--- src/rtl/simple_processor_pkg.sv ---
`default_nettype none
// ============================================================================
// Module   : simple_processor_pkg
// Purpose  : Shared widths, fetch defaults and fetch FSM state encoding.
// Revision : 1.0 - initial release
// ============================================================================
package simple_processor_pkg;

    localparam int ADDR_WIDTH       = 16;
    localparam int DATA_WIDTH       = 16;
    localparam int INSTR_BYTES      = 2;
    localparam int FETCH_FIFO_DEPTH = 4;

    typedef enum logic [1:0] {
        BOOT = 2'd0,
        IDLE = 2'd1,
        WAIT = 2'd2,
        DROP = 2'd3
    } fetch_state_t;

endpackage
`default_nettype wire

--- src/rtl/fetch_fifo.sv ---
`default_nettype none
// ============================================================================
// Module   : fetch_fifo
// Purpose  : Synchronous prefetch FIFO with push/pop/flush; head reads 0 when empty.
// Revision : 1.0 - initial release
// ============================================================================
module fetch_fifo #(
    parameter int WIDTH = 32,
    parameter int DEPTH = 4
) (
    input  logic                       clk_i,
    input  logic                       arst_ni,
    input  logic                       i_push,
    input  logic                       i_pop,
    input  logic                       i_flush,
    input  logic [WIDTH-1:0]           i_wdata,
    output logic [WIDTH-1:0]           o_rdata,
    output logic [$clog2(DEPTH):0]     o_count,
    output logic                       o_full,
    output logic                       o_empty
);

    localparam int PW = $clog2(DEPTH);

    logic [WIDTH-1:0] r_mem [DEPTH];
    logic [PW-1:0]    r_wptr;
    logic [PW-1:0]    r_rptr;
    logic [PW:0]      r_count;
    logic             w_do_push;
    logic             w_do_pop;

    assign o_full    = (r_count == (PW+1)'(DEPTH));
    assign o_empty   = (r_count == '0);
    assign o_count   = r_count;
    assign w_do_push = i_push & ~o_full;
    assign w_do_pop  = i_pop & ~o_empty;
    assign o_rdata   = o_empty ? '0 : r_mem[r_rptr];

    always_ff @(posedge clk_i) begin
        if (w_do_push && !i_flush) begin
            r_mem[r_wptr] <= i_wdata;
        end
    end

    always_ff @(posedge clk_i or negedge arst_ni) begin
        if (!arst_ni) begin
            r_wptr  <= '0;
            r_rptr  <= '0;
            r_count <= '0;
        end else if (i_flush) begin
            r_wptr  <= '0;
            r_rptr  <= '0;
            r_count <= '0;
        end else begin
            if (w_do_push) r_wptr <= r_wptr + PW'(1);
            if (w_do_pop)  r_rptr <= r_rptr + PW'(1);
            case ({w_do_push, w_do_pop})
                2'b10:   r_count <= r_count + (PW+1)'(1);
                2'b01:   r_count <= r_count - (PW+1)'(1);
                default: r_count <= r_count;
            endcase
        end
    end

endmodule
`default_nettype wire

--- src/rtl/instr_fetch_unit.sv ---
`default_nettype none
// ============================================================================
// Module   : instr_fetch_unit
// Purpose  : Handshaked IMEM fetch with prefetch FIFO and redirect/flush.
//            Optional FETCH_PERF_CNT_EN adds fetch/stall performance counters.
// Revision : 1.0 - initial release
// ============================================================================
module instr_fetch_unit #(
    parameter int ADDR_WIDTH  = simple_processor_pkg::ADDR_WIDTH,
    parameter int DATA_WIDTH  = simple_processor_pkg::DATA_WIDTH,
    parameter int INSTR_BYTES = simple_processor_pkg::INSTR_BYTES,
    parameter int FIFO_DEPTH  = simple_processor_pkg::FETCH_FIFO_DEPTH
) (
    input  logic                  clk_i,
    input  logic                  arst_ni,
    input  logic [ADDR_WIDTH-1:0] boot_addr_i,
    output logic                  imem_req_o,
    output logic [ADDR_WIDTH-1:0] imem_addr_o,
    input  logic [DATA_WIDTH-1:0] imem_rdata_i,
    input  logic                  imem_ack_i,
    input  logic                  redirect_i,
    input  logic [ADDR_WIDTH-1:0] redirect_addr_i,
    output logic                  instr_valid_o,
    input  logic                  instr_ready_i,
    output logic [DATA_WIDTH-1:0] instr_o,
    output logic [ADDR_WIDTH-1:0] instr_pc_o
`ifdef FETCH_PERF_CNT_EN
    ,
    output logic [31:0]           perf_fetch_cnt_o,
    output logic [31:0]           perf_stall_cnt_o
`endif
);

    import simple_processor_pkg::*;

    localparam int CW = $clog2(FIFO_DEPTH) + 1;
    localparam logic [CW:0] c_DEPTH = (CW+1)'(FIFO_DEPTH);

    fetch_state_t          r_state, w_state_d;
    logic                  r_req, w_req_d;
    logic [ADDR_WIDTH-1:0] r_addr, w_addr_d;
    logic [ADDR_WIDTH-1:0] r_fetch_pc, w_pc_d;
    logic [ADDR_WIDTH-1:0] w_pc_inc;
    logic                  w_push;
    logic                  w_pop;
    logic                  w_flush;
    logic                  w_full;
    logic                  w_empty;
    logic [CW-1:0]         w_count;
    logic [CW:0]           w_cnt_after;
    logic                  w_slot_after_push;
    logic [ADDR_WIDTH+DATA_WIDTH-1:0] w_head;

    assign w_pc_inc          = r_fetch_pc + ADDR_WIDTH'(INSTR_BYTES);
    assign w_pop             = instr_valid_o & instr_ready_i;
    // Occupancy after this cycle's push/pop; a further request needs one more slot.
    assign w_cnt_after       = {1'b0, w_count} + (CW+1)'(1) - {{CW{1'b0}}, w_pop};
    assign w_slot_after_push = (w_cnt_after < c_DEPTH);

    always_comb begin
        w_state_d = r_state;
        w_req_d   = r_req;
        w_addr_d  = r_addr;
        w_pc_d    = r_fetch_pc;
        w_push    = 1'b0;
        w_flush   = 1'b0;
        if (redirect_i) begin
            w_flush = 1'b1;
            w_pc_d  = redirect_addr_i;
            if (r_req && !imem_ack_i) begin
                w_state_d = DROP;
            end else if (r_req) begin
                w_req_d   = 1'b1;
                w_addr_d  = redirect_addr_i;
                w_state_d = WAIT;
            end else begin
                w_state_d = IDLE;
            end
        end else begin
            case (r_state)
                BOOT: begin
                    w_pc_d    = boot_addr_i;
                    w_state_d = IDLE;
                end
                IDLE: begin
                    if (!w_full) begin
                        w_req_d   = 1'b1;
                        w_addr_d  = r_fetch_pc;
                        w_state_d = WAIT;
                    end
                end
                WAIT: begin
                    if (imem_ack_i) begin
                        w_push = 1'b1;
                        w_pc_d = w_pc_inc;
                        if (w_slot_after_push) begin
                            w_addr_d = w_pc_inc;
                        end else begin
                            w_req_d   = 1'b0;
                            w_state_d = IDLE;
                        end
                    end
                end
                DROP: begin
                    if (imem_ack_i) begin
                        if (!w_full) begin
                            w_addr_d  = r_fetch_pc;
                            w_state_d = WAIT;
                        end else begin
                            w_req_d   = 1'b0;
                            w_state_d = IDLE;
                        end
                    end
                end
                default: begin
                    w_req_d   = 1'b0;
                    w_state_d = BOOT;
                end
            endcase
        end
    end

    always_ff @(posedge clk_i or negedge arst_ni) begin
        if (!arst_ni) begin
            r_state    <= BOOT;
            r_req      <= 1'b0;
            r_addr     <= '0;
            r_fetch_pc <= '0;
        end else begin
            r_state    <= w_state_d;
            r_req      <= w_req_d;
            r_addr     <= w_addr_d;
            r_fetch_pc <= w_pc_d;
        end
    end

    fetch_fifo #(
        .WIDTH (ADDR_WIDTH + DATA_WIDTH),
        .DEPTH (FIFO_DEPTH)
    ) u_fifo (
        .clk_i   (clk_i),
        .arst_ni (arst_ni),
        .i_push  (w_push),
        .i_pop   (w_pop),
        .i_flush (w_flush),
        .i_wdata ({r_addr, imem_rdata_i}),
        .o_rdata (w_head),
        .o_count (w_count),
        .o_full  (w_full),
        .o_empty (w_empty)
    );

    assign imem_req_o    = r_req;
    assign imem_addr_o   = r_addr;
    assign instr_valid_o = ~w_empty;
    assign instr_o       = w_head[DATA_WIDTH-1:0];
    assign instr_pc_o    = w_head[ADDR_WIDTH+DATA_WIDTH-1:DATA_WIDTH];

`ifdef FETCH_PERF_CNT_EN
    logic [31:0] r_perf_fetch;
    logic [31:0] r_perf_stall;

    always_ff @(posedge clk_i or negedge arst_ni) begin
        if (!arst_ni) begin
            r_perf_fetch <= '0;
            r_perf_stall <= '0;
        end else begin
            if (w_push)              r_perf_fetch <= r_perf_fetch + 32'd1;
            if (r_req && !imem_ack_i) r_perf_stall <= r_perf_stall + 32'd1;
        end
    end

    assign perf_fetch_cnt_o = r_perf_fetch;
    assign perf_stall_cnt_o = r_perf_stall;
`endif

endmodule
`default_nettype wire

--- config.mk ---
export PLATFORM = sky130hd
export DESIGN_NAME = instr_fetch_unit
export DESIGN_NICKNAME = d
export VERILOG_FILES = /design/src/rtl/simple_processor_pkg.sv /design/src/rtl/fetch_fifo.sv /design/src/rtl/instr_fetch_unit.sv
export SDC_FILE = /design/constraint.sdc
export NUM_CORES = 1
export LEC_CHECK = 0
export CAP_MARGIN = 40
export CORE_UTILIZATION = 59
export DETAILED_ROUTE_END_ITERATION = 7
export GPL_ROUTABILITY_DRIVEN = 0
export GPL_TIMING_DRIVEN = 0
export MAX_ROUTING_LAYER = met4
export PLACE_DENSITY = 0.85
export RECOVER_POWER = 50
export SYNTH_ARGS = -nofsm -noshare
export SYNTH_HDL_FRONTEND = slang
export SYNTH_SLANG_ARGS = --single-unit
--- constraint.sdc ---
create_clock -name clk_i -period 4.55 [get_ports clk_i]
set_input_delay 1.365 -clock clk_i [delete_from_list [all_inputs] [get_ports clk_i]]
set_output_delay 1.365 -clock clk_i [all_outputs]
set_load 0.02 [all_outputs]
# After elaboration in Yosys (flattened, before gate mapping)
# Memories as Yosys holds them, arrays and structs flattened.
# Cells that the tools add are included.
word_totals:
  rom_bits: 0
  latch_bits: 0
  out_inout_bits: 50
  ramBits: 128
  memories: 1
  wordCells: 92
  ff_bits: 42
  inputBits: 53
classes:
  muxes: 42
  n_mul: 0
  n_reduce_logical: 15
  div: 0
  n_bitwise: 5
  order_cmp: 1
  eq_ne: 14
  shift: 0
  addsub: 7
mem_list:
  columns: ["memory", "words", "width", "rd", "rd_ports_with_merged_regs", "write_ports", "line", "rtl"]
  rows:
  - ["u_fifo.r_mem", 4, 32, 1, 0, 1, "fetch_fifo.sv:25", "logic [WIDTH-1:0] r_mem [DEPTH];"]
ops:
  columns: ["operator", "count"]
  rows:
  - ["16-bit 2-to-1 mux", 9]
  - ["16-bit one-hot mux with 3 select lines", 1]
  - ["32-bit 2-to-1 mux", 1]
  - ["16-bit one-hot mux with 2 select lines", 1]
  - ["2-bit 2-to-1 mux", 12]
  - ["16-bit by 2-bit adder with 16-bit output (second input constant)", 1]
  - ["3-bit != test (second input constant)", 5]
  - ["1-bit 2-to-1 mux", 14]
  - ["2-bit one-hot mux with 4 select lines", 1]
  - ["7-bit AND reduction", 1]
  - ["2-bit == test (second input constant)", 3]
  - ["3-bit one-hot mux with 2 select lines", 1]
  - ["6-bit AND reduction", 1]
  - ["3-bit nonzero test", 2]
  - ["2-bit by 1-bit adder with 2-bit output (second input constant)", 2]
  - ["3-bit by 1-bit adder with 4-bit output (second input constant)", 1]
  - ["2-bit by 1-bit == test with 1-bit output (second input constant)", 2]
  - ["4-bit by 3-bit < comparator with 1-bit output (second input constant)", 1]
  - ["4-bit AND reduction", 1]
  - ["2-bit nonzero test", 2]
  - ["4-bit nonzero test", 1]
  - ["4-bit by 1-bit subtractor with 4-bit output", 1]
  - ["3-bit by 1-bit adder with 3-bit output (second input constant)", 1]
  - ["1-bit bitwise AND", 3]
  - ["other kinds (13)", 16]

# Longest topological paths before layout
# Gate-level depths: netlist of the first run.
logic_depth:
  word_depth: 9
  mapped_depth: 11
  ltp_nobuf: 10

# By module
# From an unflattened synthesis of the first run, not the netlist that was laid out.
hier_totals:
  cells_unflattened: 537
  area_unflattened_um2: 7771.2
by_module_without_submodules:
  columns: ["module", "seq_area_each_um2", "n_inst", "cells_per_inst", "area_per_inst_um2"]
  rows:
  - ["fetch_fifo", 4018.9, 1, 267, 5383.9]
  - ["instr_fetch_unit", 875.8, 1, 270, 2387.3]

# Worst setup path before layout of the first run
# Ideal clock, no wire load.
synth_path:
  path_type: "input -> register"
  startpoint: "input port redirect_i"
  endpoint: "register u_fifo.r_count[2], in the netlist u_fifo.o_count[2]"
  t_arrival_ns: 3.440
  stages: 10
  setup_time_ns: 0.078
  required_time_ns: 4.472
  path_slack_ns: 1.032
  n_path_buf: 2
  path_cell_list: "buf_2 > nand2b_1 > clkbuf_1 > nor3b_2 > inv_1 > ha_1 > fa_1 > xnor2_1 > or3_1 > a21oi_1"
synth_via:
  elab_chain_len: 5
  word_cells_on_any_way: 8
  classes_between: "eq/ne: 2; mux: 4; bitwise: 1; reduce/logical: 1"
synth_rtl:
  columns: ["element", "line", "rtl"]
  rows:
  - ["start: declaration", "instr_fetch_unit.sv:21", "input logic redirect_i,"]
  - ["1-bit 2-to-1 mux", "instr_fetch_unit.sv:67", "if (redirect_i) begin"]
  - ["1-bit bitwise AND", "fetch_fifo.sv:35", "assign w_do_push = i_push & ~o_full;"]
  - ["2-bit by 1-bit == test with 1-bit output or 2-bit == test (tied branches)", "fetch_fifo.sv:57", "case ({w_do_push, w_do_pop})"]
  - ["3-bit one-hot mux with 2 select lines", "fetch_fifo.sv:57", null]
  - ["3-bit 2-to-1 mux", "fetch_fifo.sv:50", "end else if (i_flush) begin"]
  - ["end signal: assignment", "fetch_fifo.sv:58", "2'b10: r_count <= r_count + (PW+1)'(1);"]
  - ["end signal: assignment", "fetch_fifo.sv:59", "2'b01: r_count <= r_count - (PW+1)'(1);"]
  - ["end signal: assignment", "fetch_fifo.sv:60", "default: r_count <= r_count;"]
  - ["end: declaration", "fetch_fifo.sv:28", "logic [PW:0] r_count;"]
# Several ways; a longest one is shown, not always the timed one.
# A chain may end at the register's enable or synchronous reset.

# Worst setup path in the final report of the first run
# Same ends and word-level chain as after synthesis.

==> insert_results.sql, run 1 <==
INSERT INTO impl_metrics (metric_group, metric, value, unit) VALUES
('outcome', 'outcome', 'finished, violations left', ''),
('outcome', 'failed_checks', 'capacitance limit, slew limit', ''),
('global_routing', 'via_count_of_the_first_global_routing_pass', '5139', ''),
('sta', 'finalWorstSetupSlack', '288', 'ps'),
('setup_path', 'worst-endpoint-required', '4890', 'ps'),
('setup_path', 'setup.worst_path.class', 'in2reg', ''),
('route', 'drt-vias-per-instance', '6.12', ''),
('logic_synthesis', 'syn_area_per_cell', '14.6', 'sq um'),
('route', 'ant_nets', '0', ''),
('route', 'routed_wirelength', '17600', 'um'),
('cts', 'worstSkewPairLatency', '430', 'ps'),
('route', 'drt-wirelength-per-cell', '21.2', 'um'),
('cts', 'max-clock-path-buffers', '2', ''),
('final_layout', 'seqCellArea', '4890', 'sq um'),
('cts', 'holdBufCountCts', '0', ''),
('logic_synthesis', 'number_of_synthesized_register_bits', '170', ''),
('logic_synthesis', 'synthesis.area', '7710', 'sq um'),
('logic_synthesis', 'synthFlopType', 'sky130_fd_sc_hd__edfxtp_1', ''),
('worst_hold_path', 'hold_path.class', 'reg2reg', ''),
('cts', 'tritoncts_clock_tree', 'done', ''),
('sta', 'final_max_slew_viol_count', '29', ''),
('logic_synthesis', 'seq_area_frac_synth', '63.5', '%'),
('sta', 'fin_crit_sh', '93.7', '%'),
('run', 'max_cap_violations', '1', ''),
('setup_path', 'cpMaxStageDelayCell', 'sky130_fd_sc_hd__nor3b_2', ''),
('die', 'die_height', '116', 'um'),
('die', 'floorplan.rows', '41', ''),
('route', 'post-route-drc-count', '0', ''),
('logic_synthesis', 'synth_enable_flop_cells', '128', ''),
('sta', 'timing_hold_violations_final', '0', ''),
('logic_synthesis', 'synthDominantAreaCellType', 'sky130_fd_sc_hd__edfxtp_1', ''),
('logic_synthesis', 'synth_cell_type_count', '65', ''),
('route', 'drtPass1Iterations', '5', ''),
('sta', 'setup_repair_after_global_routing_missed_its_margin', 'false', ''),
('logic_synthesis', 'synthArstFlopShare', '24.7', '%'),
('setup_path', 'critPathLaunchType', 'primary input', ''),
('logic_synthesis', 'yosysWarnings', '0', ''),
('cts', 'cts_inserted_buffers', '17', ''),
('placed_design', 'detailed_place_hpwl', '11500', 'um'),
('power_and_ir_drop', 'max-vdd-ir-drop', '299', 'uV'),
('sta', 'period_needed', '4260', 'ps'),
('die', 'initial_cell_density_of_the_core', '60.8', '%'),
('power_and_ir_drop', 'cellPowerDensity', '558', 'nW/um^2'),
('die', 'fp.coreArea', '12700', 'sq um'),
('final_layout', 'multi_input_area', '2570', 'sq um'),
('global_routing', 'grt_first_pass_wirelength', '27300', 'um'),
('placed_design', 'portBuffers', '102', ''),
('power_and_ir_drop', 'leakage', '3.36', 'nW'),
('die', 'die_area', '13500', 'sq um'),
('setup_path', 'path_cells', 'clkdlybuf4s50_1 -> clkbuf_1 -> nand2b_1 -> clkbuf_1 -> nor3b_2 -> inv_1 -> ha_1 -> fa_1 -> xnor2_1 -> or3_1 -> a21oi_1', ''),
('setup_path', 'endpoint_kind', 'flop', ''),
('sta', 'clock.fmax', '0.235', 'GHz'),
('logic_synthesis', 'synth_fp_nets', '591', ''),
('cts', 'cts.htree.levels', '4', ''),
('cts', 'post-cts-setup-buffers', '0', ''),
('power_and_ir_drop', 'design_power_total', '5.31', 'mW'),
('logic_synthesis', 'yosys-top-cells-area', 'sky130_fd_sc_hd__edfxtp_1, sky130_fd_sc_hd__dfrtp_1, sky130_fd_sc_hd__mux4_2, sky130_fd_sc_hd__and2_1, sky130_fd_sc_hd__ha_1', ''),
('route', 'drt-initial-drc-count', '559', ''),
('cts', 'cts.sinks', '170', ''),
('logic_synthesis', 'syn-instance-count', '527', ''),
('setup_path', 'timing.critical_path.fanout_max', '10', ''),
('final_layout', 'fillCellCount', '772', ''),
('cts', 'clockRootBuffer', 'sky130_fd_sc_hd__clkbuf_16', ''),
('placed_design', 'pre_cts_worst_setup_slack', '96.1', 'ps'),
('logic_synthesis', 'yosysMostFrequentCell', 'sky130_fd_sc_hd__edfxtp_1', ''),
('sta', 'max_slew.worst_pin.slew', '1630', 'ps'),
('setup_path', 'max_stage_delay', '560', 'ps'),
('global_routing', 'grt_use_total', '28.8', '%'),
('sta', 'finalSetupViolations', '0', ''),
('sta', 'max_slew_margin', '-8.52', '%'),
('global_routing', 'grt_max_degree', '33', '');
[kinds of logic (layout without fill, tap and decap cells)]
logic type / after synthesis / count (layout) / synth area share (%)
fa+ha+maj: 11 / 11 / 1.88
xor+xnor: 8 / 8 / 0.909
buf+inv: 55 / 190 / 3.17
compound gates: 90 / 90 / 8.02
flops: 170 / 170 / 63.5
simple gates: 142 / 142 / 10.4
mux: 51 / 51 / 12.1
[metrics by stage]
stage,hold WS (ps),cells,area [sq um],util (%)
6_report,549,834,9510,75.0
5_1_grt,575,834,9510,75.0
4_1_cts,560,834,9540,75.3
3_5_place_dp,539,803,8980,70.9
3_3_place_gp,522,801,8940,70.6
2_1_floorplan,503,527,7710,-
[layout by cell type (no fill, tap or decap), drive strengths merged, types with 5 or more instances in the layout]
cell type / instances
dlygate4sd3: 34
ha: 10
clkinv: 10
nand2: 25
clkbuf: 39
dfrtp: 42
a31oi: 9
or3: 6
mux2: 8
edfxtp: 128
nand2b: 7
nand4: 7
xnor2: 5
mux4: 32
buf: 19
mux2i: 11
nor2: 23
nand3: 11
a21oi: 20
clkdlybuf4s50: 67
and2: 40
nor4: 7
o21ai: 20
inv: 18
[report_power, final]
| group | switching (mW) | leakage [nW] | internal (mW) |
|---|---|---|---|
| clock | 0.578 | 0.274 | 0.799 |
| sequential | 0.228 | 1.66 | 1.95 |
| combinational | 0.969 | 1.43 | 0.783 |
| total | 1.78 | 3.36 | 3.53 |
[worst paths after layout]
path / start / end / slack (ps) / cells past startpoint
worst max-delay path: redirect_i / u_fifo.o_count[2]$_DFFE_PN0P_ / 290 / 11
max in group asynchronous: arst_ni / imem_addr_o[10]$_DFFE_PN0P_ / 1540 / 2
min in group asynchronous: arst_ni / r_fetch_pc[3]$_DFFE_PN0P_ / 1030 / 1
worst max register to register: r_state[0]$_DFFE_PN0P_ / u_fifo.o_count[2]$_DFFE_PN0P_ / 1300 / 11
worst min-delay path: imem_addr_o[6]$_DFFE_PN0P_ / u_fifo.r_mem[3][22]$_DFFE_PP_ / 550 / 0
worst min register to register: imem_addr_o[6]$_DFFE_PN0P_ / u_fifo.r_mem[3][22]$_DFFE_PP_ / 550 / 0
[metal layers]
layer  track usage, %  wire length, um
met5                -                0
met4             11.5              422
met3             5.55             1260
met2             46.4             8960
met1             36.1             7000
[worst max-delay path: cells and delay by family]
kind                     cells  cell delay, ps
AO/OA/AOI/OAI                1             180
XOR/XNOR                     1             150
adder cells (fa/ha/maj)      2             640
buffers and inverters        4            1100
AND/OR/NAND/NOR              3            1150
[registers in the layout (all words and copies together), names as in the netlist]
| signal | flops |
|---|---|
| u_fifo.r_rptr | 2 |
| imem_req_o | 1 |
| u_fifo.r_wptr | 2 |
| r_state | 2 |
| imem_addr_o | 16 |
| r_fetch_pc | 16 |
| u_fifo.r_mem | 128 |
| u_fifo.o_count | 3 |
[cell type report]
cell class	count	share of cell area, %
inverter	18	0.711
tap	172	2.26
clock buffer	18	4.51
multi-input combinational	302	27.0
timing repair buffer	104	10.9
clock inverter	13	1.37
buffer	37	1.75
sequential	170	51.5
Power figures use the tool's default switching activity.
==> run 2, diff against run 1 <==
--- a/config.mk
+++ b/config.mk
@@ -5,7 +5,6 @@
 export SDC_FILE = /design/constraint.sdc
 export NUM_CORES = 1
 export LEC_CHECK = 0
-export CAP_MARGIN = 40
 export CORE_UTILIZATION = 59
 export DETAILED_ROUTE_END_ITERATION = 7
 export GPL_ROUTABILITY_DRIVEN = 0
==> run 2 against run 1 <==
The run still ends with capacitance limit, slew limit left. Wire length down 2.2%. Cell area down 0.14%. Non-clock buffer count down 1. Sequential share of layout area up 0.075 points. Clock-buffer cell count up 3. Sequential power about the same. Highest routed layer unchanged. Via count down 1.7%. Final cell count unchanged. Global-route usage down 0.39 points. Die area unchanged. Clock power about the same. Critical path type unchanged. Combinational power about the same.
==> insert_results.sql, run 2 (synthesized netlist as in run 1, its figures left out) <==
INSERT INTO impl_metrics (metric_group, metric, value, unit) VALUES
('cts', 'cts.htree.levels', '4', ''),
('final_layout', 'antenna_cells', '0', ''),
('final_layout', 'top_register', 'u_fifo.r_mem', ''),
('final_layout', 'final_core_utilization', '74.9', '%'),
('sta', 'setup_repair_after_global_routing_missed_its_margin', 'false', ''),
('route', 'vias', '5016', ''),
('route', 'routed_wirelength', '17300', 'um'),
('global_routing', 'gr-total-overflow', '0', ''),
('setup_path', 'critPathLaunchType', 'primary input', ''),
('power_and_ir_drop', 'max-vdd-ir-drop', '318', 'uV'),
('power_and_ir_drop', 'cellPowerDensity', '558', 'nW/um^2'),
('setup_path', 'cp_data_arrival_time', '4470', 'ps'),
('run', 'max_cap_violations', '1', ''),
('global_routing', 'antenna_violations_before_repair', '0', ''),
('die', 'die_height', '116', 'um'),
('setup_path', 'setup.worst_path.class', 'in2reg', ''),
('sta', 'max_slew.worst_pin.slew', '1610', 'ps'),
('final_layout', 'fillCellCount', '774', ''),
('cts', 'holdBufCountCts', '0', ''),
('sta', 'period_needed', '4140', 'ps'),
('die', 'floorplan.rows', '41', ''),
('cts', 'worstSkewPairLatency', '420', 'ps'),
('final_layout', 'layout.cells.most_common', 'sky130_fd_sc_hd__edfxtp_1', ''),
('setup_path', 'worst-endpoint-required', '4880', 'ps'),
('cts', 'max-clock-path-buffers', '2', ''),
('sta', 'final_max_slew_viol_count', '29', ''),
('setup_path', 'timing.critical_path.fanout_max', '10', ''),
('route', 'drt-vias-per-instance', '6.01', ''),
('sta', 'max_slew_margin', '-7.42', '%'),
('placed_design', 'portBuffers', '102', ''),
('final_layout', 'largest_register_ff_count', '128', ''),
('die', 'fp.coreArea', '12700', 'sq um'),
('placed_design', 'detailed_place_hpwl', '11800', 'um'),
('sta', 'skew', '7.94', 'ps'),
('final_layout', 'layout.cells.most_common_list', 'sky130_fd_sc_hd__edfxtp_1, sky130_fd_sc_hd__clkdlybuf4s50_1, sky130_fd_sc_hd__dfrtp_1', ''),
('cts', 'cts.sinks', '170', ''),
('sta', 'finalSetupViolations', '0', ''),
('global_routing', 'via_count_of_the_first_global_routing_pass', '5171', ''),
('cts', 'number_of_cells_upsized_or_downsized_after_cts', '0', ''),
('die', 'initial_cell_density_of_the_core', '60.8', '%'),
('cts', 'worst_setup_hold_path_clk_slew', '60', 'ps'),
('cts', 'cts_inserted_buffers', '17', ''),
('cts', 'post-cts-setup-buffers', '0', ''),
('final_layout', 'syn2layout_area_growth', '23.2', '%'),
('global_routing', 'grt_first_pass_wirelength', '27000', 'um'),
('route', 'post-route-drc-count', '0', ''),
('final_layout', 'finish.net_count', '713', ''),
('sta', 'hold_slack', '544', 'ps'),
('route', 'drtPass1Iterations', '5', ''),
('global_routing', 'grt_max_degree', '33', ''),
('cts', 'clockRootBuffer', 'sky130_fd_sc_hd__clkbuf_16', ''),
('power_and_ir_drop', 'design_power_total', '5.29', 'mW'),
('sta', 'fin_crit_sh', '91.0', '%'),
('cts', 'tritoncts_clock_tree', 'done', ''),
('setup_path', 'endpoint_kind', 'flop', ''),
('route', 'drt-wirelength-per-cell', '20.7', 'um'),
('outcome', 'outcome', 'finished, violations left', ''),
('die', 'dieWidth', '116', 'um'),
('final_layout', 'post_route_cells_drive_above_1_share', '13.9', '%'),
('sta', 'clock.fmax', '0.242', 'GHz'),
('worst_hold_path', 'hold_path.class', 'reg2reg', ''),
('route', 'drt-initial-drc-count', '536', ''),
('sta', 'timing_hold_violations_final', '0', ''),
('power_and_ir_drop', 'leakage', '3.33', 'nW'),
('die', 'die_area', '13500', 'sq um'),
('outcome', 'failed_checks', 'capacitance limit, slew limit', ''),
('global_routing', 'grt_use_total', '28.4', '%'),
('die', 'top_level_ports', '103', ''),
('route', 'ant_nets', '0', '');
-- run 2: final timing paths --
kind | startpoint | end | slack [ps] | cells past startpoint
max in group asynchronous | arst_ni | r_fetch_pc[13]$_DFFE_PN0P_ | 1600 | 2
setup / recovery | redirect_i | u_fifo.o_count[2]$_DFFE_PN0P_ | 410 | 11
hold reg to reg | imem_addr_o[6]$_DFFE_PN0P_ | u_fifo.r_mem[2][22]$_DFFE_PP_ | 540 | 0
hold / removal | imem_addr_o[6]$_DFFE_PN0P_ | u_fifo.r_mem[2][22]$_DFFE_PP_ | 540 | 0
setup reg to reg | r_state[0]$_DFFE_PN0P_ | u_fifo.o_count[2]$_DFFE_PN0P_ | 1410 | 11
min in group asynchronous | arst_ni | r_fetch_pc[3]$_DFFE_PN0P_ | 1000 | 1
-- run 2: report_power, final --
part	internal [mW]	switching (mW)	leakage, nW	total (mW)
Clock	0.807	0.566	0.269	1.37
Sequential	1.95	0.228	1.66	2.18
Combinational	0.783	0.957	1.41	1.74
-- run 2: critical path: stages --
cell and delay, ps:
sky130_fd_sc_hd__clkdlybuf4s50_1 430, sky130_fd_sc_hd__clkbuf_1 240, sky130_fd_sc_hd__nand2b_1 270, sky130_fd_sc_hd__clkbuf_1 280
sky130_fd_sc_hd__nor3b_2 500, sky130_fd_sc_hd__inv_1 90, sky130_fd_sc_hd__ha_1 250, sky130_fd_sc_hd__fa_1 410
sky130_fd_sc_hd__xnor2_1 150, sky130_fd_sc_hd__or3_1 300, sky130_fd_sc_hd__a21oi_1 170
-- run 2: final cells by class --
class	count	area, sq um	share of cell area (%)
clock inverter	11	124	1.30
tap	172	215	2.27
timing repair buffer	103	1020	10.7
sequential	170	4890	51.6
buffer	37	171	1.81
multi-input combinational	302	2560	27.0
clock buffer	21	440	4.64
inverter	18	67.6	0.712
-- run 2: metrics by stage --
step | setup TNS (ps) | setup slack (ps) | cells | area [sq um]
after CTS | 0 | 436 | 834 | 9530
after global placement | -19660 | -163 | 801 | 8940
after detailed placement | 0 | 159 | 802 | 8960
after floorplan | 0 | 1030 | 527 | 7710
final | 0 | 410 | 834 | 9490
after global routing | 0 | 248 | 834 | 9490
-- run 2: metal layers --
| layer | global-route usage [%] | routed length, um | vias to the layer above |
|---|---|---|---|
| met5 | - | 0 | - |
| met4 | 10.7 | 393 | 0 |
| met2 | 46.8 | 8900 | 271 |
| li1 | - | - | 2274 |
| met1 | 34.5 | 6790 | 2433 |
| met3 | 6.07 | 1170 | 38 |
==> run 3, diff against run 2 <==
--- a/config.mk
+++ b/config.mk
@@ -5,12 +5,12 @@
 export SDC_FILE = /design/constraint.sdc
 export NUM_CORES = 1
 export LEC_CHECK = 0
-export CORE_UTILIZATION = 59
+export CORE_UTILIZATION = 55
 export DETAILED_ROUTE_END_ITERATION = 7
 export GPL_ROUTABILITY_DRIVEN = 0
 export GPL_TIMING_DRIVEN = 0
 export MAX_ROUTING_LAYER = met4
-export PLACE_DENSITY = 0.85
+export PLACE_DENSITY = 0.8
 export RECOVER_POWER = 50
 export SYNTH_ARGS = -nofsm -noshare
 export SYNTH_HDL_FRONTEND = slang
==> constraint.sdc (replaced) <==
create_clock -name clk_i -period 4.49 [get_ports clk_i]
set_input_delay 1.347 -clock clk_i [delete_from_list [all_inputs] [get_ports clk_i]]
set_output_delay 1.347 -clock clk_i [all_outputs]
set_load 0.02 [all_outputs]
==> run 3 against run 2 <==
The flow now finishes without violations. Global-route usage is 2.9 points lower. Core utilization down 4.4 points. Critical path depth shrank 6. Cell area decreased by 0.12%. Final cell count increased by 0.48%. Flip-flop and latch count unchanged. Non-clock buffer count stayed put. Clock skew rose by 7.9 ps. Sequential power about the same. Clock-buffer cell count increased by 5. Die area grew 7.1%. First-iteration DRC count is 13% lower. Critical endpoint is now instr_pc_o[3]. Largest power group unchanged.
==> insert_results.sql, run 3 (synthesized netlist as in run 1, its figures left out) <==
INSERT INTO impl_metrics (metric_group, metric, value, unit) VALUES
('die', 'die_area', '14500', 'sq um'),
('sta', 'max_slew_margin', '17.7', '%'),
('die', 'die_height', '120', 'um'),
('sta', 'finalWorstSetupSlack', '359', 'ps'),
('die', 'fp.coreArea', '13500', 'sq um'),
('power_and_ir_drop', 'p_sw', '1.75', 'mW'),
('sta', 'max_slew.worst_pin.slew', '1230', 'ps'),
('placed_design', 'detailed_place_hpwl', '11400', 'um'),
('setup_path', 'critPathLaunchType', 'flop', ''),
('global_routing', 'grt_first_pass_wirelength', '26700', 'um'),
('sta', 'clock.fmax', '0.242', 'GHz'),
('route', 'drt-initial-drc-count', '465', ''),
('power_and_ir_drop', 'design_power_total', '5.31', 'mW'),
('run', 'max_cap_violations', '0', ''),
('cts', 'cts_inserted_buffers', '17', ''),
('power_and_ir_drop', 'cellPowerDensity', '560', 'nW/um^2'),
('final_layout', 'antenna_cells', '0', ''),
('sta', 'timing_hold_violations_final', '0', ''),
('setup_path', 'endpoint_kind', 'primary output', ''),
('die', 'floorplan.rows', '42', ''),
('final_layout', 'top_register', 'u_fifo.r_mem', ''),
('die', 'top_level_ports', '103', ''),
('sta', 'setup_repair_after_global_routing_missed_its_margin', 'false', ''),
('route', 'drt-vias-per-instance', '5.99', ''),
('global_routing', 'antenna_violations_before_repair', '0', ''),
('sta', 'final_max_slew_viol_count', '0', ''),
('placed_design', 'portBuffers', '102', ''),
('final_layout', 'final_core_utilization', '70.5', '%'),
('cts', 'worst_setup_hold_path_clk_slew', '60', 'ps'),
('final_layout', 'post_route_cells_drive_above_1_share', '14.4', '%'),
('final_layout', 'fillCellCount', '918', ''),
('power_and_ir_drop', 'max-vdd-ir-drop', '317', 'uV'),
('die', 'dieWidth', '120', 'um'),
('final_layout', 'final_area', '9480', 'sq um'),
('cts', 'max-clock-path-buffers', '2', ''),
('route', 'drtPass1Iterations', '5', ''),
('cts', 'worstSkewPairLatency', '420', 'ps'),
('sta', 'finalSetupViolations', '0', ''),
('final_layout', 'layout.cells.most_common', 'sky130_fd_sc_hd__edfxtp_1', ''),
('cts', 'post-cts-setup-buffers', '0', ''),
('route', 'ant_nets', '0', ''),
('cts', 'number_of_cells_upsized_or_downsized_after_cts', '0', ''),
('setup_path', 'timing.critical_path.fanout_max', '10', ''),
('sta', 'fin_crit_sh', '92.0', '%'),
('placed_design', 'postPlaceCellArea', '8970', 'sq um'),
('power_and_ir_drop', 'leakage', '3.34', 'nW'),
('final_layout', 'layout.cells.most_common_list', 'sky130_fd_sc_hd__edfxtp_1, sky130_fd_sc_hd__clkdlybuf4s50_1, sky130_fd_sc_hd__dfrtp_1', ''),
('cts', 'holdBufCountCts', '0', ''),
('sta', 'summed_negative_setup_slack_over_all_endpoints', '0', 'ps'),
('sta', 'period_needed', '4130', 'ps'),
('setup_path', 'worst-endpoint-required', '3140', 'ps'),
('final_layout', 'finish.net_count', '713', ''),
('outcome', 'outcome', 'completed', ''),
('final_layout', 'syn2layout_area_growth', '23.1', '%'),
('route', 'post-route-drc-count', '0', ''),
('cts', 'tritoncts_clock_tree', 'done', ''),
('global_routing', 'via_count_of_the_first_global_routing_pass', '5148', ''),
('placed_design', 'pre_cts_worst_setup_slack', '128', 'ps'),
('final_layout', 'largest_register_ff_count', '128', ''),
('global_routing', 'gr-total-overflow', '0', ''),
('route', 'vias', '5023', ''),
('cts', 'cts.htree.levels', '4', ''),
('route', 'drt-wirelength-per-cell', '20.0', 'um'),
('die', 'initial_cell_density_of_the_core', '57.3', '%'),
('power_and_ir_drop', 'power.share.sequential', '41.6', '%'),
('route', 'routed_wirelength', '16800', 'um'),
('sta', 'skew', '15.8', 'ps'),
('power_and_ir_drop', 'combinationalPowerShare', '33.1', '%'),
('worst_hold_path', 'hold_path.class', 'reg2reg', ''),
('power_and_ir_drop', 'internal_power', '3.56', 'mW'),
('global_routing', 'grt_use_total', '25.4', '%'),
('power_and_ir_drop', 'netSwitchingFraction', '32.9', '%'),
('power_and_ir_drop', 'clock_power_share', '25.3', '%'),
('global_routing', 'grt_max_degree', '33', ''),
('setup_path', 'setup.worst_path.class', 'reg2out', ''),
('setup_path', 'cp_data_arrival_time', '2780', 'ps'),
('cts', 'clockRootBuffer', 'sky130_fd_sc_hd__clkbuf_16', ''),
('cts', 'cts.sinks', '170', '');
## run 3: worst paths after layout
kind / from / endpoint / slack, ps / cells after the start
max reg2reg: r_state[0]$_DFFE_PN0P_ / u_fifo.o_count[2]$_DFFE_PN0P_ / 1390 / 11
min: imem_addr_o[8]$_DFFE_PN0P_ / u_fifo.r_mem[3][24]$_DFFE_PP_ / 560 / 0
max in group asynchronous: arst_ni / imem_addr_o[12]$_DFFE_PN0P_ / 1670 / 2
max: u_fifo.r_rptr[1]$_DFFE_PN0P_ / instr_pc_o[3] / 360 / 5
min in group asynchronous: arst_ni / r_fetch_pc[2]$_DFFE_PN0P_ / 1130 / 1
min reg2reg: imem_addr_o[8]$_DFFE_PN0P_ / u_fifo.r_mem[3][24]$_DFFE_PP_ / 560 / 0
## run 3: power groups by stage
stage	clock network [mW]	logic, mW	registers, mW
after global placement	0	1.74	2.21
after floorplan	0	1.07	2.25
after detailed placement	0	1.79	2.23
after global routing	1.42	1.90	2.24
after CTS	1.36	1.80	2.20
final	1.35	1.76	2.21
## run 3: critical path: stages (launching register included)
cell	delay [ps]
sky130_fd_sc_hd__dfrtp_1	350
sky130_fd_sc_hd__clkbuf_1	280
sky130_fd_sc_hd__clkbuf_1	580
sky130_fd_sc_hd__mux4_2	440
sky130_fd_sc_hd__and2_1	190
sky130_fd_sc_hd__clkdlybuf4s50_1	530
## run 3: per-stage QoR
stage               hold WS (ps)  cells
detailed placement           545    806
floorplan                    503    527
global route                 569    838
finish                       556    838
CTS                          560    838
global placement             515    805
## run 3: cell type report
class	instances	area [sq um]	share of cell area, %
clock buffer	26	519	5.48
clock inverter	6	37.5	0.396
timing repair buffer	103	1020	10.7
buffer	37	173	1.82
multi-input combinational	302	2550	26.9
inverter	18	67.6	0.712
tap	176	220	2.32
sequential	170	4890	51.6
## run 3: per-layer routing
metal | wire [um] | global-route usage [%] | vias to the layer above
li1 | - | - | 2272
met1 | 6840 | 32.6 | 2457
met2 | 8200 | 40.3 | 259
met3 | 1330 | 5.47 | 35
met4 | 382 | 9.26 | 0
met5 | 0 | - | -
==> patch 1: new RTL, flow settings as in run 3 <==
Set the package constant `DATA_WIDTH` to 24 (it was 16).
--- a/src/rtl/simple_processor_pkg.sv
+++ b/src/rtl/simple_processor_pkg.sv
@@ -7,7 +7,7 @@
 package simple_processor_pkg;
 
     localparam int ADDR_WIDTH       = 16;
-    localparam int DATA_WIDTH       = 16;
+    localparam int DATA_WIDTH       = 24;
     localparam int INSTR_BYTES      = 2;
     localparam int FETCH_FIFO_DEPTH = 4;
 
Ports: changed (resized imem_rdata_i and instr_o); port bits go from 103 to 119. The function was not compared with the original's and may differ.
==> patch 1 against run 3 <==
The run now ends with max-capacitance violations, max-slew violations left; count of clock-buffer cells in the layout grew 3; synthesized area increased by 14%; design area is 15% higher; sequential share of layout area rose by 2.1 points; first-iteration DRC count rose by 12%; sequential cell count grew 32; total power increased by 12%; setup slack worse by 0.0065 ns; non-clock buffer count increased by 17; wire length increased by 13%; combinational power up 4%.
==> patch 1: results (changes against run 3) <==
* Status: finished, violations left (was completed)
* Failing checks: max-capacitance violations, max-slew violations
* Placement Cell Area at 10300 sq um (was 8970 sq um)
* First-pass GRT wire length at 30400 um (was 26700 um)
* Reg area at 5860 sq um (was 4890 sq um)
* Tot Pwr at 5970 uW (was 5310 uW)
* Cts bufs inserted at 21 (was 17)
* Comb power frac at 30.6% (was 33.1%)
* Most instantiated cells after synthesis: 160 x edfxtp_1, 50 x and2_1, 42 x dfrtp_1, 40 x mux4_2, 34 x nand2_1 (was 128 x edfxtp_1, 42 x dfrtp_1, 40 x and2_1, 32 x mux4_2, 24 x nand2_1)
* Power Clock at 1570 uW (was 1350 uW)
* Fraction of final layout cells sized beyond drive strength 1 at 14.1% (was 14.4%)
* PortBufs at 118 (was 102)
* Mux contribution to synthesized area at 11.1% (was 12.1%)
* Multi-input comb cells at 321 (was 302)
* Setup crit end: instr_pc_o[10] (was instr_pc_o[3])
* Maximum Capacitance Violations at 1 (was 0)
* Final nets at 784 (was 713)
* Hold Path End: u_fifo.r_mem[2][29] (was u_fifo.r_mem[3][24])
* Layout clock area frac at 5.68% (was 5.87%)
* Htree depth at 1 (was 4)
* XOR/XNOR share of the synthesized area at 1.40% (was 0.909%)
* Post-Synth Adder-Cell Area at 1.65% (was 1.88%)
* Pre-CTS WS at 0.455 ns (was 0.128 ns)
* Slew Viols, Final at 37 (was 0)
* Non-clock buffer count at 157 (was 140)
* Max FFs per register at 160 (was 128)
* Crit path from: u_fifo.r_rptr[0] (was u_fifo.r_rptr[1])
* Pre-antenna DRT Iters at 4 (was 5)
* Met2 global-route usage at 40.7% (was 40.3%)
-- patch 1: cell count changes in the layout (fill, tap and decap cells not counted), moves of 7 or more --
cell / run 3 / this run
mux4_2: 32 / 40
clkdlybuf4s50_1: 70 / 92
edfxtp_1: 128 / 160
nand2_1: 24 / 34
inv_1: 18 / 9
and2_1: 36 / 46
buf_2: 15 / 8
-- patch 1: through the flow --
step,std cells,hold slack (ns),util (%),setup TNS [ns]
floorplan,566,0.529,-,0
global placement,895,0.519,66.5,-36.86
detailed placement,900,0.555,67.2,0
global route,935,0.595,71.0,0
CTS,935,0.557,71.2,0
finish,935,0.556,71.0,0
-- patch 1: worst reg2reg max path: stages, from the launching register on --
cell and delay [ns]:
dfrtp_1 0.40, inv_1 0.12, ha_1 0.22, nor2b_1 0.26, and3_1 0.20, clkbuf_1 0.29, inv_1 0.09, ha_1 0.23
fa_1 0.38, xnor2_1 0.14, or3_1 0.31, a21oi_1 0.16
==> patch 2: new RTL, config.mk and constraints of run 3 <==
Without the edit above. `r_addr` no longer has a reset.
--- a/src/rtl/instr_fetch_unit.sv
+++ b/src/rtl/instr_fetch_unit.sv
@@ -124,14 +124,16 @@
         if (!arst_ni) begin
             r_state    <= BOOT;
             r_req      <= 1'b0;
-            r_addr     <= '0;
             r_fetch_pc <= '0;
         end else begin
             r_state    <= w_state_d;
             r_req      <= w_req_d;
-            r_addr     <= w_addr_d;
             r_fetch_pc <= w_pc_d;
         end
+    end
+
+    always_ff @(posedge clk_i) begin
+        r_addr <= w_addr_d;
     end
 
     fetch_fifo #(
Function: differs if arst_ni is asserted again (counterexample within 4 cycles, from zero or initial values and one cycle with arst_ni low); with arst_ni held inactive, the same outputs for 4 cycles.
==> patch 2 against run 3 <==
The run now ends with max-capacitance violations, max-slew violations left; clock skew is 0.0099 ns lower; wire length shrank 5.5%; critical path depth up 1; first-iteration DRC count shrank 24%; critical endpoint is now instr_o[5]; setup slack better by 0.0024 ns; total power fell by 0.24%; largest cell class unchanged; design area is 1.8% lower; clock power increased by 6%; synthesized area fell by 2.9%; sequential share of layout area rose by 1.8 points; sequential cell count stayed put.
==> patch 2: results (changes against run 3) <==
* Status: finished, violations left (was completed)
* Failing checks: max-capacitance violations, max-slew violations
* Actual slew at the worst max-slew pin at 1.56 ns (was 1.23 ns)
* Comb power frac at 31.7% (was 33.1%)
* Fraction of final layout cells sized beyond drive strength 1 at 13.2% (was 14.4%)
* First-pass GRT wire length at 25300 um (was 26700 um)
* Drt initial violations at 352 (was 465)
* Via/cell ratio at 5.88 (was 5.99)
* WL/cell at 19.6 um (was 20.0 um)
* DP HPWL at 10300 um (was 11400 um)
* Placement Cell Area at 8740 sq um (was 8970 sq um)
* Slew Viols, Final at 27 (was 0)
* Post-synthesis cell type count at 62 (was 65)
* Antenna violations before repair at 1 (was 0)
* Number of global-route vias before repair at 4840 (was 5148)
* Hold Crit Start: imem_addr_o[12] (was imem_addr_o[8])
* Clock power share at 26.9% (was 25.3%)
* Overall routing resource usage at 24.9% (was 25.4%)
* Max incr delay on CP at 0.65 ns (was 0.58 ns)
* GR Util met3 at 5.31% (was 5.47%)
* Crit path from: u_fifo.o_count[2] (was u_fifo.r_rptr[1])
* Most instantiated cells after synthesis: 144 x edfxtp_1, 38 x and2_1, 33 x nand2_1, 32 x mux4_2, 26 x dfrtp_1 (was 128 x edfxtp_1, 42 x dfrtp_1, 40 x and2_1, 32 x mux4_2, 24 x nand2_1)
* Ys async rst share at 15.3% (was 24.7%)
* Slowest CP cell: clkdlybuf4s50_1 (was clkbuf_1)
* Final Skew at 0.00595 ns (was 0.0158 ns)
* Leakage power at 0.00319 uW (was 0.00334 uW)
* Maximum Capacitance Violations at 1 (was 0)
* EDFF count, synth at 144 (was 128)
patch 2: cell types whose count changed in the layout (fill, tap and decap cells not counted), moves of 4 or more:
cell / delta
mux2i_1: -7
a41oi_1: -4
dfrtp_1: -16
nand2b_1: -5
o31a_1: +5
o21ai_0: -5
edfxtp_1: +16
buf_2: -9
inv_1: -6
nand2_1: +9
patch 2: cells by family after synthesis:
kind of cell             share of synthesized area [%]
multiplexers                                      10.5
AO/OA/AOI/OAI                                     6.99
adder cells (fa/ha/maj)                           1.94
flip-flops                                        66.5
XOR/XNOR                                          1.17
AND/OR/NAND/NOR                                   10.5
buffers and inverters                             2.49
patch 2: metrics by stage:
stage / util (%) / hold slack [ns] / setup slack, ns / cells
3_3_place_gp: 65.9 / 0.495 / 0.0118 / 772
5_1_grt: 70.4 / 0.535 / 0.202 / 806
2_1_floorplan: - / 0.491 / 1.28 / 494
6_report: 70.4 / 0.518 / 0.362 / 806
3_5_place_dp: 66.0 / 0.514 / 0.403 / 773
4_1_cts: 70.4 / 0.526 / 0.371 / 805
patch 2: path summary, 6_finish.rpt:
path | end | slack [ns] | cells past startpoint
setup / recovery | instr_o[5] | 0.36 | 6
hold / removal | u_fifo.r_mem[2][28] | 0.52 | 0
max in group asynchronous | u_fifo.r_rptr[0] | 2.27 | 1
setup reg to reg | u_fifo.o_count[2] | 1.06 | 13
min in group asynchronous | r_fetch_pc[10] | 1.31 | 1
hold reg to reg | u_fifo.r_mem[2][28] | 0.52 | 0
patch 2: final cells by class:
cell class / instances / area [sq um]
inverter: 13 / 48.8
clock inverter: 7 / 91.3
sequential: 170 / 4970
buffer: 31 / 134
multi-input combinational: 280 / 2330
timing repair buffer: 103 / 1020
fill: 893 / 3930
tap: 176 / 220
clock buffer: 25 / 495
antenna: 1 / 2.50
